### config.mk
export PLATFORM = sky130hd
export DESIGN_NAME = corr_window_engine
export DESIGN_NICKNAME = d
export VERILOG_FILES = /design/src/rtl/corr_window_engine.sv
export SDC_FILE = /design/constraint.sdc
export NUM_CORES = 1
export LEC_CHECK = 0
export CORE_MARGIN = 8
export CORE_UTILIZATION = 55
export CTS_CLUSTER_DIAMETER = 120
export CTS_CLUSTER_SIZE = 20
export DETAILED_ROUTE_END_ITERATION = 6
export PLACE_DENSITY = 0.76
export SLEW_MARGIN = 0
export SYNTH_ARGS = -nofsm -noshare
export SYNTH_HDL_FRONTEND = slang
export SYNTH_SLANG_ARGS = --single-unit
### constraint.sdc
create_clock -name iCLK -period 7.4 [get_ports iCLK]
set_input_delay 1.48 -clock iCLK [delete_from_list [all_inputs] [get_ports iCLK]]
set_output_delay 1.48 -clock iCLK [all_outputs]
set_load 0.01 [all_outputs]
### src/rtl/corr_window_engine.sv
// Template correlation engine: walks a TWxTH window of the frame against the template ROM
// and returns a sum-of-products score with a done pulse. Define CORR_SAT_EN for a saturating accumulator.
module corr_window_engine #(
    parameter int H_RES  = 640,
    parameter int V_RES  = 480,
    parameter int TW     = 32,
    parameter int TH     = 32,
    parameter int PIX_W  = 8,
    parameter int ADDR_W = 19,
    parameter int ACC_W  = 32
) (
    input  logic                     iCLK,
    input  logic                     iRST,
    input  logic                     iStart,
    input  logic [12:0]              iX,
    input  logic [12:0]              iY,
    output logic                     oFrameRd,
    output logic [ADDR_W-1:0]        oFrameAddr,
    input  logic [PIX_W-1:0]         iFramePix,
    output logic [$clog2(TW*TH)-1:0] oTmplAddr,
    input  logic [PIX_W-1:0]         iTmplPix,
    output logic                     oBusy,
    output logic                     oDone,
    output logic [31:0]              oCorr
);

    localparam int TA_W   = $clog2(TW*TH);
    localparam int PROD_W = 2*PIX_W;
    localparam logic [ADDR_W-1:0] ROW_STEP = ADDR_W'(H_RES - TW + 1);
    localparam logic [15:0] I_LAST = 16'(TW - 1);
    localparam logic [15:0] J_LAST = 16'(TH - 1);

    typedef enum logic [2:0] {IDLE, SETUP, RUN, DRAIN, DONE} state_t;

    state_t              state;
    state_t              stateNext;
    logic [1:0]          drainCnt;
    logic [12:0]         xLat;
    logic [12:0]         yLat;
    logic [ADDR_W-1:0]   rowBase;
    logic [15:0]         iIdx;
    logic [15:0]         jIdx;
    logic [15:0]         col;
    logic [15:0]         row;
    logic                lastIdx;
    logic                inFrame_p0;
    logic                vld_p1;
    logic                frameRd_p1;
    logic                vld_p2;
    logic [PROD_W-1:0]   prod_p2;
    logic [ACC_W-1:0]    acc;

    function automatic logic [ACC_W-1:0] accAdd(input logic [ACC_W-1:0] a,
                                                input logic [PROD_W-1:0] p);
`ifdef CORR_SAT_EN
        logic [ACC_W+PROD_W:0] sum;
        sum = (ACC_W+PROD_W+1)'(a) + (ACC_W+PROD_W+1)'(p);
        // Products are non-negative, so once clamped the sum stays clamped.
        if (|sum[ACC_W+PROD_W:ACC_W])
            return '1;
        return sum[ACC_W-1:0];
`else
        return a + ACC_W'(p);
`endif
    endfunction

    assign lastIdx    = (iIdx == I_LAST) && (jIdx == J_LAST);
    assign inFrame_p0 = (col < 16'(H_RES)) && (row < 16'(V_RES));
    assign rowBase    = ADDR_W'(yLat) * ADDR_W'(H_RES) + ADDR_W'(xLat);

    always_ff @(posedge iCLK) begin
        if (iRST)
            state <= IDLE;
        else
            state <= stateNext;
    end

    always_comb begin
        stateNext = state;
        oFrameRd  = 1'b0;
        case (state)
            IDLE:    if (iStart) stateNext = SETUP;
            SETUP:   stateNext = RUN;
            RUN: begin
                oFrameRd = inFrame_p0;
                if (lastIdx) stateNext = DRAIN;
            end
            DRAIN:   if (drainCnt == 2'd2) stateNext = DONE;
            DONE:    stateNext = IDLE;
            default: stateNext = IDLE;
        endcase
    end

    always_ff @(posedge iCLK) begin
        if (iRST || state != DRAIN)
            drainCnt <= 2'd0;
        else
            drainCnt <= drainCnt + 2'd1;
    end

    always_ff @(posedge iCLK) begin
        if (state == IDLE && iStart) begin
            xLat <= iX;
            yLat <= iY;
        end
    end

    // Issue stage (p0): addresses walk incrementally; the only multiply is the SETUP row base.
    always_ff @(posedge iCLK) begin
        if (iRST) begin
            iIdx       <= '0;
            jIdx       <= '0;
            col        <= '0;
            row        <= '0;
            oFrameAddr <= '0;
            oTmplAddr  <= '0;
        end else begin
            case (state)
                SETUP: begin
                    iIdx       <= '0;
                    jIdx       <= '0;
                    col        <= 16'(xLat);
                    row        <= 16'(yLat);
                    oFrameAddr <= rowBase;
                    oTmplAddr  <= '0;
                end
                RUN: begin
                    if (!lastIdx) begin
                        oTmplAddr <= oTmplAddr + TA_W'(1);
                        if (iIdx == I_LAST) begin
                            iIdx       <= '0;
                            jIdx       <= jIdx + 16'd1;
                            col        <= 16'(xLat);
                            row        <= row + 16'd1;
                            oFrameAddr <= oFrameAddr + ROW_STEP;
                        end else begin
                            iIdx       <= iIdx + 16'd1;
                            col        <= col + 16'd1;
                            oFrameAddr <= oFrameAddr + ADDR_W'(1);
                        end
                    end
                end
                default: ;
            endcase
        end
    end

    // Stage p1: memory data returns; p2: product registered, zero for clipped slots.
    always_ff @(posedge iCLK) begin
        if (iRST) begin
            vld_p1     <= 1'b0;
            frameRd_p1 <= 1'b0;
            vld_p2     <= 1'b0;
        end else begin
            vld_p1     <= (state == RUN);
            frameRd_p1 <= oFrameRd;
            vld_p2     <= vld_p1;
        end
    end

    always_ff @(posedge iCLK) begin
        if (frameRd_p1)
            prod_p2 <= PROD_W'(iFramePix) * PROD_W'(iTmplPix);
        else
            prod_p2 <= '0;
    end

    // Stage p3: accumulate; the final sum is visible in the last DRAIN cycle.
    always_ff @(posedge iCLK) begin
        if (iRST || state == SETUP)
            acc <= '0;
        else if (vld_p2)
            acc <= accAdd(acc, prod_p2);
    end

    always_ff @(posedge iCLK) begin
        if (iRST) begin
            oBusy <= 1'b0;
            oDone <= 1'b0;
            oCorr <= '0;
        end else begin
            oBusy <= (stateNext != IDLE);
            oDone <= (stateNext == DONE);
            if (stateNext == DONE)
                oCorr <= 32'(acc);
        end
    end

endmodule

== Word-level counts from Yosys, hierarchy flattened ==
Index checks and enable logic that the tools add are counted.

* Add/sub/neg operators: 10
* Bitwise operators: 0
* Magnitude comparators: 2
* Multiplexer cells: 22
* $mul: 2
* Div/mod/pow operators: 0
* Equality and inequality tests: 10
* Shift operators: 0
* Reductions and logical operators: 10

{| class="wikitable"
|+ Operators with widths
! operator !! count
|-
| 16-bit two-way mux || 8
|-
| 16-bit one-hot mux with 2 select lines || 4
|-
| 16-bit by 1-bit adder with 16-bit output (second input constant) || 4
|-
| 19-bit two-way mux || 2
|-
| 19-bit one-hot mux with 2 select lines || 1
|-
| 32-bit by 16-bit adder with 32-bit output || 1
|-
| 16-bit by 5-bit equality test with 1-bit output (second input constant) || 2
|-
| 10-bit one-hot mux with 2 select lines || 1
|-
| 19-bit by 1-bit adder with 19-bit output (second input constant) || 1
|-
| 19-bit by 10-bit adder with 19-bit output (second input constant) || 1
|-
| 19-bit by 13-bit adder with 19-bit output || 1
|-
| 16-bit by 10-bit less-than comparator with 1-bit output (second input constant) || 1
|-
| 16-bit by 9-bit less-than comparator with 1-bit output (second input constant) || 1
|-
| 8-bit by 8-bit multiplier with 16-bit output || 1
|-
| 13-bit by 3-bit multiplier with 12-bit output (second input constant) || 1
|-
| 3-bit one-hot mux with 4 select lines || 1
|-
| 10-bit by 1-bit adder with 10-bit output (second input constant) || 1
|-
| 10-bit two-way mux || 1
|-
| 3-bit two-way mux || 3
|-
| 3-bit by 2-bit equality test with 1-bit output (second input constant) || 2
|-
| 2-bit inequality test (second input constant) || 2
|-
| 3-bit by 1-bit equality test with 1-bit output (second input constant) || 1
|-
| 3-bit equality test (second input constant) || 1
|-
| 1-bit logical AND || 3
|-
| 10 further kinds || 11
|}

* Output and inout port bits: 64
* Memory bits (writable): 0
* Flip-flop bits (word level): 209
* Memory bits (read-only): 0
* Memories kept: 0
* Input bits: 45
* Latch bits: 0

== Depth between registers and ports, before layout ==
* Depth after elaboration: 5
* Mapped depth: 16
* Gate-level depth less buffers: 16

== Worst setup path before layout ==
OpenSTA, ideal clock, no wires.

* Kind: input -> register
* Start: in iFramePix[1]
* End: reg prod_p2[15]
* Data arrival time: 5.169 ns
* Library setup time: 0.115 ns
* Setup slack: 2.116 ns
* Path buffers: 0
* Required time: 7.285 ns
* Stages: 14
* Path through: and2_1 -> fa_1 -> fa_1 -> fa_1 -> inv_1 -> fa_1 -> inv_1 -> ha_1 -> or2_2 -> a21oi_1 -> a211oi_1 -> o31ai_1 -> xnor2_1 -> and2_1

* Word-level cells in the longest chain between the ends: 1

{| class="wikitable"
|+ Ends and longest elaborated chain
! what !! RTL line !! text
|-
| from (decl) || 19 || <nowiki>input logic [PIX_W-1:0] iFramePix,</nowiki>
|-
| 8-bit by 8-bit multiplier with 16-bit output || 163 || <nowiki>prod_p2 <= PROD_W'(iFramePix) * PROD_W'(iTmplPix);</nowiki>
|-
| to (signal assigned) || 163 ||
|-
| to (decl) || 50 || <nowiki>logic [PROD_W-1:0] prod_p2;</nowiki>
|}

No other way between the ends.
A chain may end at the register's enable or synchronous reset.

== Final worst setup path ==
Same ends and word-level chain as after synthesis.

==> impl_metrics.toml <==
[run_status]
status = "complete, no violations"

[floorplan]
initial_core_util = 0.561
coreArea_um2 = 22700
die_h_um = 168
die_w_um = 168
die-area_um2 = 28300
ios = 109
row_count = 55

[sta]
finalCriticalPeriod_ns = 5.58
period_share = 0.754
fin_tns_setup_ns = 0
grt_setup_unrepaired = "false"
slew_violations = 0
hold_violations = 0
tightestPinTransition_ns = 1.11
finalSetupViolCount = 0
timing.fmax_mhz = 179
finClkSkew_ns = 0.0238
slew_headroom = 0.261

[critical_path]
r2r_cells = 13
path_class = "primary input to flop"
arrival_ns = 5.95
start_kind = "primary input"
end_kind = "flop"
cp_max_fo = 8
cp.required_ns = 7.77

[clock_tree]
cts.sinks = 209
cts_buffer_depth = 3
cts-root-buf = "clkbuf_16"
numCtsBuffers = 14
cts_resized = 0
cts_tree = "done"
path_clk_slew_ns = 0.08
clk_latency_ns = 0.48
htreeDepth = 1
post_cts_buffers = 0
cts_hold_buf = 0

[placed_design]
gp_congestion = 0.852
place_hpwl_mm = 21.2
port_buffers = 108

[min_path]
hold_class = "flop to flop"
min_path_cells = 1

[routing]
drc_errors = 0
post_drt_wl_per_cell_um = 15.9
vias_per_cell = 5.87
wl_mm = 29.3
antenna_left = 0
vias = 10800
firstDrtPassIters = 5
drt-initial-drc-count = 790

[job]
max-cap-violations = 0

[yosys]
syn-cell-area_um2 = 12700
synth.net_count = 1653
ys_seq_area_frac = 0.349
postSynthAreaPerCell_um2 = 8.59
synthDistinctLibCells = 77
ys_warn_count = 0
synth_top_area_share = 0.288
synth_flop_cell = "dfxtp_1"
synth_seq_cells = 209
synth-edff-count = 26
synth_area_leader_cell = "dfxtp_1"
async_flop_share = 0
yosysMostFrequentCell = "dfxtp_1"
netlist_instances = 1484
netlist_top_cells_count = "dfxtp_1, nand2_1, nor2_1"
synthTopCellsByArea = "dfxtp_1, ha_1, fa_1"

[power_and_ir_drop]
combPwrFrac = 0.284
power.leakage_nw = 5.63
clkPwrFrac = 0.272
seq_power_share = 0.444
p_int_mw = 1.92
swShare = 0.315
power.density_nw_per_um2 = 195
power.total_mw = 2.80
ir_worst_vdd_v = 0.000219
p_sw_mw = 0.884

[layout]
syn2layout_area_growth_pct = 12.9
fin_nets = 1720
multi_input_area_um2 = 7730
drive_gt1_frac = 0.0367
nFillCells = 2000
num_antenna_cells = 0
seq_area_um2 = 4440

[global_route]
grt_pass1_wl_mm = 49.5
antenna_found_initial = 0
grt_start_max_net_pins = 67
grt_util_met2 = 0.335
track_usage = 0.203
grtUsageMet1 = 0.279
grt_pass1_vias = 10200
grtUsageMet3 = 0.0278
gr-total-overflow = 0
top_usage_layer = "met2"
worst max-delay path: stages:
cell and delay [ns]:
clkdlybuf4s50_1 0.54, and2_1 0.24, fa_1 0.51, fa_1 0.53, fa_1 0.55, inv_1 0.05
fa_1 0.52, inv_1 0.04, ha_1 0.32, or2_2 0.30, a21oi_1 0.20, a211oi_1 0.10
o31ai_1 0.31, xnor2_1 0.10, and2_1 0.16
cells in the final DEF, fill, tap and decap left out, types with 8 or more instances in the layout:
cell               n
nor3b_1           11
clkdlybuf4s50_1  107
fa_1              39
nor2b_1           16
a211oi_1          18
clkbuf_16         15
ha_1              85
nand3_1           51
inv_1             69
and3_1            29
nor4_1            19
mux2i_1           12
dfxtp_1          183
buf_4             15
nand2_1          168
nor2_1           117
nand2b_1          10
a31oi_1           20
a21oi_1          114
o2111ai_1          8
xnor2_1           30
and4_1             9
and2_1            69
a21o_1            12
edfxtp_1          26
o21ai_0           57
or3_1             20
xor2_1            33
o21a_1            12
nand4_1           29
nor3_1            33
nand3b_1           8
flip-flops by register name, indices dropped and copies added, names as in the netlist, 3 cells and up:
name	flops
acc	32
oCorr	32
oFrameAddr	19
col	16
iIdx	16
jIdx	16
prod_p2	16
row	16
xLat	13
yLat	13
oTmplAddr	10
state	3
cell families (layout without fill, tap and decap cells):
| logic type | Yosys count | after routing | share of synthesized area |
|---|---|---|---|
| XOR/XNOR | 63 | 63 | 0.0433 |
| buffers and inverters | 140 | 210 | 0.0456 |
| multiplexers | 12 | 12 | 0.00943 |
| flip-flops | 209 | 209 | 0.349 |
| AND/OR/NAND/NOR | 617 | 617 | 0.247 |
| adder cells (fa/ha/maj) | 124 | 124 | 0.145 |
| AO/OA/AOI/OAI | 319 | 319 | 0.161 |
layout make-up:
type / instances / share of cell area
multi-input combinational: 1135 / 0.538
tap: 285 / 0.0248
timing repair buffer: 122 / 0.0823
clock buffer: 18 / 0.0269
clock inverter: 1 / 0.00113
inverter: 69 / 0.0180
sequential: 209 / 0.309
through the flow:
| step | std cells | worst slack, ns | instance area (um2) | hold slack [ns] | utilization |
|---|---|---|---|---|---|
| 2_1_floorplan | 1484 | 2.12 | 12700 | 0.399 | - |
| 3_3_place_gp | 1820 | 1.37 | 14000 | 0.411 | 0.615 |
| 3_5_place_dp | 1820 | 1.33 | 14000 | 0.420 | 0.615 |
| 4_1_cts | 1839 | 1.83 | 14400 | 0.432 | 0.633 |
| 5_1_grt | 1839 | 1.56 | 14400 | 0.446 | 0.633 |
| 6_report | 1839 | 1.82 | 14400 | 0.423 | 0.633 |
final timing paths:
| kind | start | end | slack (ns) |
|---|---|---|---|
| worst max-delay path | iFramePix[1] | prod_p2[15] | 1.82 |
| worst min-delay path | drainCnt[0] | drainCnt[0] | 0.42 |
| worst max register to register | yLat[1] | oFrameAddr[17] | 3.60 |
| worst min register to register | drainCnt[0] | drainCnt[0] | 0.42 |
layer usage:
metal	share of wire	wire length, um	vias up
met5	0	0	-
met4	0.017	488	0
met2	0.45	13300	236
li1	-	-	5409
met1	0.48	14100	5113
met3	0.049	1440	32
power groups by stage:
stage,Clock [mW],Combinational (mW),Sequential [mW]
final,0.762,0.795,1.25
after global routing,0.822,0.904,1.25
after CTS,0.784,0.799,1.24
after detailed placement,0,0.795,1.27
after global placement,0,0.775,1.27
after floorplan,0,0.599,1.26
No activity file was read; power rests on OpenSTA's default activity.
